==> config.mk <==
export PLATFORM = sky130hd
export DESIGN_NAME = qcldpc_enc_scheduler
export DESIGN_NICKNAME = d
export VERILOG_FILES = /design/src/rtl/qcldpc_enc_scheduler.sv
export SDC_FILE = /design/constraint.sdc
export NUM_CORES = 1
export LEC_CHECK = 0
export BUFFER_PORTS_ARGS = -buffer_cell sky130_fd_sc_hd__clkbuf_2
export CAP_MARGIN = 20
export CORE_MARGIN = 5
export CORE_UTILIZATION = 36
export CTS_CLUSTER_DIAMETER = 60
export DETAILED_ROUTE_END_ITERATION = 10
export PLACE_DENSITY = 0.69
export SYNTH_ARGS = -nofsm -noshare
export SYNTH_HDL_FRONTEND = slang
export SYNTH_SLANG_ARGS = --single-unit
export TNS_END_PERCENT = 100
==> constraint.sdc <==
create_clock -name CLK -period 1.78 [get_ports CLK]
set_input_delay 0.178 -clock CLK [delete_from_list [all_inputs] [get_ports CLK]]
set_output_delay 0.178 -clock CLK [all_outputs]
set_load 0.01 [all_outputs]
==> src/rtl/qcldpc_enc_scheduler.sv <==
// Column scheduler for a QC-LDPC encoder: issues information columns to the
// shifter bank and times parity-accumulator enables through a fixed delay line.
module qcldpc_enc_scheduler #(
  parameter int NUM_Z           = 3,
  parameter int NUM_INFO_BLKS   = 20,
  parameter int NUM_PARITY_BLKS = 4,
  parameter int PIPE_LAT        = 7,
  localparam int ADDRW = $clog2(NUM_Z * NUM_INFO_BLKS * NUM_PARITY_BLKS),
  localparam int CW    = (NUM_INFO_BLKS > 1) ? $clog2(NUM_INFO_BLKS) : 1
) (
  input  logic             CLK,
  input  logic             rst_n,
  input  logic             start,
  input  logic [NUM_Z-1:0] req_z,
  input  logic             in_valid,
  output logic             in_ready,
  output logic [ADDRW-1:0] rom_addr,
  output logic             shft_valid,
  output logic             acc_en,
  output logic             acc_clr,
  output logic [CW-1:0]    col_idx,
  output logic             busy,
  output logic             done,
  output logic             err_z
);

  localparam int ZW = (NUM_Z > 1) ? $clog2(NUM_Z) : 1;
  localparam logic [CW-1:0]    LAST_COL = CW'(NUM_INFO_BLKS - 1);
  localparam logic [ADDRW-1:0] Z_STRIDE = ADDRW'(NUM_INFO_BLKS * NUM_PARITY_BLKS);
  localparam logic [ADDRW-1:0] C_STRIDE = ADDRW'(NUM_PARITY_BLKS);

  typedef enum logic [1:0] {S_IDLE, S_FEED, S_DRAIN, S_DONE} state_t;

  state_t             state, state_nxt;
  logic [ZW-1:0]      z_idx, z_sel;
  logic               z_onehot;
  logic               accept;
  logic [PIPE_LAT-1:0] dly_v, dly_c, dly_l;
  logic               acc_last;

  always_comb begin
    z_onehot = $onehot(req_z);
    z_sel    = '0;
    for (int i = 0; i < NUM_Z; i++) begin
      if (req_z[i]) z_sel = ZW'(i);
    end
  end

  always_comb begin
    state_nxt  = state;
    in_ready   = (state == S_FEED);
    shft_valid = (state == S_FEED) && in_valid;
    busy       = (state != S_IDLE);
    done       = (state == S_DONE);
    accept     = (state == S_IDLE) && start && z_onehot;
    case (state)
      S_IDLE:  if (accept) state_nxt = S_FEED;
      S_FEED:  if (shft_valid && col_idx == LAST_COL) state_nxt = S_DRAIN;
      S_DRAIN: if (acc_last) state_nxt = S_DONE;
      S_DONE:  state_nxt = S_IDLE;
      default: state_nxt = S_IDLE;
    endcase
  end

  assign rom_addr = ADDRW'(z_idx) * Z_STRIDE + ADDRW'(col_idx) * C_STRIDE;
  assign acc_en   = dly_v[PIPE_LAT-1];
  assign acc_clr  = dly_c[PIPE_LAT-1];

  always_ff @(posedge CLK or negedge rst_n) begin
    if (!rst_n) begin
      state    <= S_IDLE;
      z_idx    <= '0;
      col_idx  <= '0;
      err_z    <= 1'b0;
      dly_v    <= '0;
      dly_c    <= '0;
      dly_l    <= '0;
      acc_last <= 1'b0;
    end else begin
      state <= state_nxt;
      err_z <= (state == S_IDLE) && start && !z_onehot;
      if (accept) begin
        z_idx   <= z_sel;
        col_idx <= '0;
      end else if (shft_valid && col_idx != LAST_COL) begin
        col_idx <= col_idx + 1'b1;
      end
      // the last-column tag rides with acc_en so stalls cannot skew DRAIN exit
      dly_v[0] <= shft_valid;
      dly_c[0] <= shft_valid && (col_idx == '0);
      dly_l[0] <= shft_valid && (col_idx == LAST_COL);
      for (int i = 1; i < PIPE_LAT; i++) begin
        dly_v[i] <= dly_v[i-1];
        dly_c[i] <= dly_c[i-1];
        dly_l[i] <= dly_l[i-1];
      end
      acc_last <= dly_v[PIPE_LAT-1] && dly_l[PIPE_LAT-1];
    end
  end

endmodule
==> results of run 1 <==
power groups by stage:
stage	Combinational (mW)	Sequential, mW	Clock [mW]
floorplan	0.580	1.04	0
global placement	1.00	0.994	0
detailed placement	1.04	1.02	0
CTS	1.16	0.997	0.447
global route	1.31	1.01	0.494
finish	1.16	0.994	0.424
cell usage in the layout (no fill, tap or decap), drive strengths merged, types with 3 or more instances in the layout:
cell type | Yosys | layout
xnor2 | 4 | 4
dfrtp | 32 | 32
clkbuf | 0 | 29
nand4 | 3 | 3
inv | 15 | 15
a21oi | 4 | 4
nor2 | 8 | 8
ha | 9 | 9
buf | 4 | 18
nand2 | 6 | 6
Yosys cell counts (all sizes together) (2+ instances only):
library cell   n
a21oi          4
buf            4
dfrtp         32
fa             2
ha             9
inv           15
nand2          6
nand4          3
nor2           8
xnor2          4
xor2           2
worst reg2reg max path, stage by stage, from the launching register on:
cell	delay [ns]
dfrtp_2	0.45
buf_6	0.13
and4bb_2	0.32
nand2_2	0.06
a222oi_1	0.32
mux2_2	0.38
cell type report:
cell class | count | area, µm² | share of cell area
clock buffers | 7 | 55.1 | 0.0328
clock inverters | 1 | 7.51 | 0.00447
inverters | 15 | 56.3 | 0.0335
multi-input cells | 53 | 448 | 0.267
flip-flops and latches | 32 | 802 | 0.477
well taps | 46 | 57.6 | 0.0343
repair buffers | 41 | 254 | 0.151
metal layers:
metal | global-route usage | routed length [µm]
met1 | 0.117 | 937
met2 | 0.171 | 1210
met3 | 0.0603 | 166
met4 | 0.0532 | 15
met5 | 0 | 0
repair_timing:
item / 4_1_cts / 5_1_grt
setup endpoints to repair: 3 / 6
buffers inserted: 4 / 2
cloned: 0 / 0
resized for setup: 7 / 6
hold buffers: 1 / 0
pin swaps: 5 / 4
hold endpoints to repair: 32 / 0
state kept, by name, indices dropped and copies added, names as in the netlist:
name	flops
acc_last	1
col_idx	5
dly_c	7
z_idx	2
dly_l	7
err_z	1
state	2
dly_v	7
kinds of logic (layout without fill, tap and decap cells):
family / count (synthesis) / in the layout / share of synthesized area
compound gates: 9 / 9 / 0.0455
xor+xnor: 6 / 6 / 0.0407
fa+ha+maj: 11 / 11 / 0.118
buf+inv: 19 / 64 / 0.0668
flops: 32 / 32 / 0.620
mux: 1 / 1 / 0.00871
other cells: 1 / 2 / 0.00290
simple gates: 24 / 24 / 0.0978
worst max-delay path by stage:
stage	start	endpoint	slack (ns)	depth (start not counted)
after CTS	col_idx[2]	rom_addr[5]	-0.03	5
final	z_idx[0]	rom_addr[5]	0.004	5
after global placement	req_z[0]	state[1]	-0.08	7
after floorplan	req_z[0]	state[1]	0.02	6
after detailed placement	req_z[0]	state[1]	-0.14	7
after global routing	col_idx[2]	rom_addr[5]	-0.11	5
metrics by stage:
stage	hold WS, ns	setup TNS (ns)	power [mW]
2_1_floorplan	-0.118	0	1.62
3_3_place_gp	0.274	-0.0774	2.00
3_5_place_dp	0.288	-0.202	2.06
4_1_cts	0.0846	-0.0483	2.61
5_1_grt	0.0842	-0.357	2.81
6_report	0.0990	0	2.58
==> qor.txt, run 1 <==
Num Clock Sinks = 32
R2R Setup Slk = 0.01 ns
Final Wtd Congestion = 0.743
R2R depth = 5
Max Cap Viol = 0
critical path's largest stage delay = 0.51 ns
CTS tree = built
Total Die Area = 4890 µm²
number of global-route vias before repair = 900
die height = 69.9 µm
fraction of the yosys area taken by sequential cells = 0.620
initial antenna violation count = 0
Avg Cell Area, Syn = 12.5 µm²
global route overflow = 0
Period minus WS final = 1.78 ns
DR vias = 861
Detailed Place HPWL = 1740 µm
Psw = 0.921 mW
initial core utilization = 0.378
CTS Buf Count = 5
synthesized area = 1290 µm²
Clock Path Buffers = 2
layout cells sized above 1 = 0.396
first-pass GRT wire length = 4060 µm
hold_sp = start
DP Worst Slack = -0.135 ns
sequential power share = 0.386
Synth async-reset ratio = 1.00
Synth Register Bits = 32
DRC viols = 0
part of the cycle the worst path needs = 0.998
area share of the largest cell type after synthesis = 0.620
Design Area, Final = 1680 µm²
hold path depth = 3
crit path DAT = 1.60 ns
Clock Pin Slew Worst Setup and Hold Paths = 0.09 ns
Vias per Instance = 4.42
ys flop type = dfrtp_1
core box area = 3420 µm²
Worst Max-Slew Pin Slew = 0.759 ns
CP Buf/Inv Count = 3
placed cell count = 180
final hold vios = 0
Die X = 69.9 µm
# nets final = 166
Setup Skew = 0.00155 ns
crit-path cells = ha_2 -> inv_2 -> fa_2 -> inv_1 -> clkbuf_2
RSZ-0062 raised after global routing = yes
yosys warns = 0
io pins = 27
Reg2Reg Capture Point = state[1]
final setup vio count = 0
Crit. End Element = output pin
Gate power share = 0.450
Clock Root Buffer = clkbuf_4
Net Sw Frac = 0.357
end-of-flow core utilization = 0.492
Total GRT Usage = 0.108
Pwr per Cell Area = 1530 nW/µm²
final wirelength = 2330 µm
internal power = 1.66 mW
Worst Path Required = 1.60 ns
Worst Setup Start Kind = flop
status = finished clean
Max IR drop VDD = 524 µV
Lkg Pwr = 0.891 nW
slew margin rel. = 0.494
Post-synth EDFFs = 0
# rows = 21
antenna cell count = 0
H-tree depth = 2
Max Freq = 563 MHz
area leader, netlist = dfrtp_1
cell count after synthesis = 103
non-filler instance count after layout = 195
Final Max Tran Viols = 0
final worst slack = 0.00376 ns
placed instance area = 1520 µm²
Wirelength per Cell = 11.9 µm
port buffer count = 24
drt pass-1 iters = 4
ANT nets after route = 0
worst min-delay path endpoint = err_z
largest net degree at the start of global routing = 33
Hold Path Class = in -> reg
worst r2r src = col_idx[3]
largest cells by area after synthesis = dfrtp_1 (62%), ha_1 (8.7%), inv_1 (4.4%)
CP max stage cell = fa_2
Worst-Skew Late Latency = 0.32 ns
Distinct cells, synth = 25
fillers = 310
clock power share = 0.164
Worst Path Class, Setup = reg -> out
largest fanout on the critical path = 2
CP top delay family = adder cells
Layout area overhead = 30.0%
Starting DRT DRC Count = 40
Note: power is estimated with default switching activity, not from simulation.
==> run 2: changes to the inputs <==
--- a/config.mk
+++ b/config.mk
@@ -9,6 +9,7 @@
 export CAP_MARGIN = 20
 export CORE_MARGIN = 5
 export CORE_UTILIZATION = 36
+export CTS_BUF_LIST = sky130_fd_sc_hd__clkbuf_16
 export CTS_CLUSTER_DIAMETER = 60
 export DETAILED_ROUTE_END_ITERATION = 10
 export PLACE_DENSITY = 0.69
==> run 2 against run 1 <==
  * The flow now finishes with violations (hold timing)
  * First-iteration DRC count shrank 7.5%
  * Global-route usage is essentially flat
  * Via count shrank 1.4%
  * Worst setup slack gained 0.021 ns
  * Utilization grew 2.0 points
  * Cell count is the same
==> qor.txt, run 2 (synthesis gave the netlist of run 1 again) <==
Worst Setup Start Kind = flop
clock power share = 0.263
largest fanout on the critical path = 4
overall power = 2.99 mW
Final Wtd Congestion = 0.743
largest net degree at the start of global routing = 33
DRC viols = 0
Max Freq = 570 MHz
Num Clock Sinks = 32
Regs by FF count = dly_c: 7 flops, dly_l: 7 flops, dly_v: 7 flops
CP max stage cell = dfrtp_2
port buffer count = 24
part of the cycle the worst path needs = 0.986
Gate power share = 0.404
Lkg Pwr = 0.927 nW
H-tree depth = 2
layout cells sized above 1 = 0.396
Total Die Area = 4890 µm²
drt pass-1 iters = 4
non-filler instance count after layout = 195
Layout area overhead = 35.3%
Pwr per Cell Area = 1710 nW/µm²
sequential power share = 0.333
WL met3 = 180 µm
final worst slack = 0.0246 ns
global route overflow = 0
ANT nets after route = 0
Worst Max-Slew Pin Slew = 0.759 ns
Clock Pin Slew Worst Setup and Hold Paths = 0.05 ns
# rows = 21
Clock Path Buffers = 2
# nets final = 166
number of global-route vias before repair = 901
R2R Setup Slk = 0.02 ns
most frequent cells in the layout = dfrtp_1 (31), clkbuf_2 (21), buf_4 (16)
# hold bufs at CTS = 0
Detailed Place HPWL = 1740 µm
Setup Skew = 0.00382 ns
core box area = 3420 µm²
Total GRT Usage = 0.108
placed cell count = 180
Clock Root Buffer = clkbuf_16
critical path's largest stage delay = 0.43 ns
Starting DRT DRC Count = 37
Worst Path Class, Setup = reg -> reg
Max Cap Viol = 0
status = complete, but fails checks
crit-path cells = buf_6 -> and4bb_2 -> nand2_2 -> a222oi_1 -> mux2_2
Vias per Instance = 4.35
Hold Path Class = in -> async
Psw = 0.978 mW
Crit. End Element = flop
initial core utilization = 0.378
antenna cell count = 0
die height = 69.9 µm
RSZ-0062 raised after global routing = yes
Final Max Tran Viols = 0
initial antenna violation count = 0
CTS tree = built
first-pass GRT wire length = 4080 µm
Die X = 69.9 µm
Hold Slack = -0.0298 ns
Worst Path Required = 1.93 ns
commonest non-fill, non-tap cell in the layout = dfrtp_1
DP Worst Slack = -0.135 ns
CTS Buf Count = 5
Max IR drop VDD = 532 µV
Period minus WS final = 1.76 ns
Wirelength per Cell = 12.0 µm
final hold vios = 32
io pins = 27
slew margin rel. = 0.494
Worst-Skew Late Latency = 0.27 ns
Net Sw Frac = 0.327
setup TNS = 0 ns
DR vias = 849
final setup vio count = 0
crit path DAT = 1.91 ns
met1 WL = 963 µm
max layer used = met4
metal2 WL = 1190 µm
internal power = 2.01 mW
failing checks = hold timing
final wirelength = 2340 µm
## run 2: final timing paths
kind                                  from    endpoint  cells past startpoint
min in group CLK                     start       err_z                      3
worst min-delay path                 rst_n    dly_c[4]                      1
worst min register to register    dly_c[2]    dly_c[3]                      0
worst max register to register  col_idx[3]    state[1]                      5
max in group asynchronous            rst_n  col_idx[3]                      1
worst max-delay path            col_idx[3]    state[1]                      5
## run 2: critical path, delay by kind of cell, from the launching register on
kind	cells	cell delay (ns)
DFF	1	0.43
AOI/OAI and AO/OA	1	0.33
muxes	1	0.39
buffers and inverters	1	0.13
and+or+nand+nor	2	0.37
## run 2: power groups by stage
stage / logic (mW) / clock network, mW / registers [mW]
detailed placement: 1.04 / 0 / 1.02
global route: 1.35 / 0.851 / 1.01
finish: 1.21 / 0.787 / 0.994
CTS: 1.11 / 0.809 / 0.999
floorplan: 0.580 / 0 / 1.04
global placement: 1.00 / 0 / 0.994
## run 2: timing repair
| item | 4_1_cts | 5_1_grt |
|---|---|---|
| gates cloned | 0 | 0 |
| pin swaps | 0 | 8 |
| endpoints found under the setup margin | 2 | 5 |
| gates resized for setup | 2 | 13 |
| setup buffers | 3 | 4 |
## run 2: final cells by class
type	count	area (µm²)
inverter	15	56.3
sequential	32	802
timing repair buffer	41	258
multi-input combinational	53	435
tap	46	57.6
fill	302	1670
clock inverter	3	15.0
clock buffer	5	125
## run 2: through the flow
stage / utilization / instance area, µm²
after floorplan: - / 1300
after global routing: 0.512 / 1750
final: 0.512 / 1750
after detailed placement: 0.445 / 1520
after CTS: 0.494 / 1690
after global placement: 0.445 / 1520
## run 2: layer usage
layer | global-route usage | up-vias
met2 | 0.170 | 27
met4 | 0.0702 | 0
met3 | 0.0459 | 2
met5 | 0 | -
li1 | - | 414
met1 | 0.119 | 406
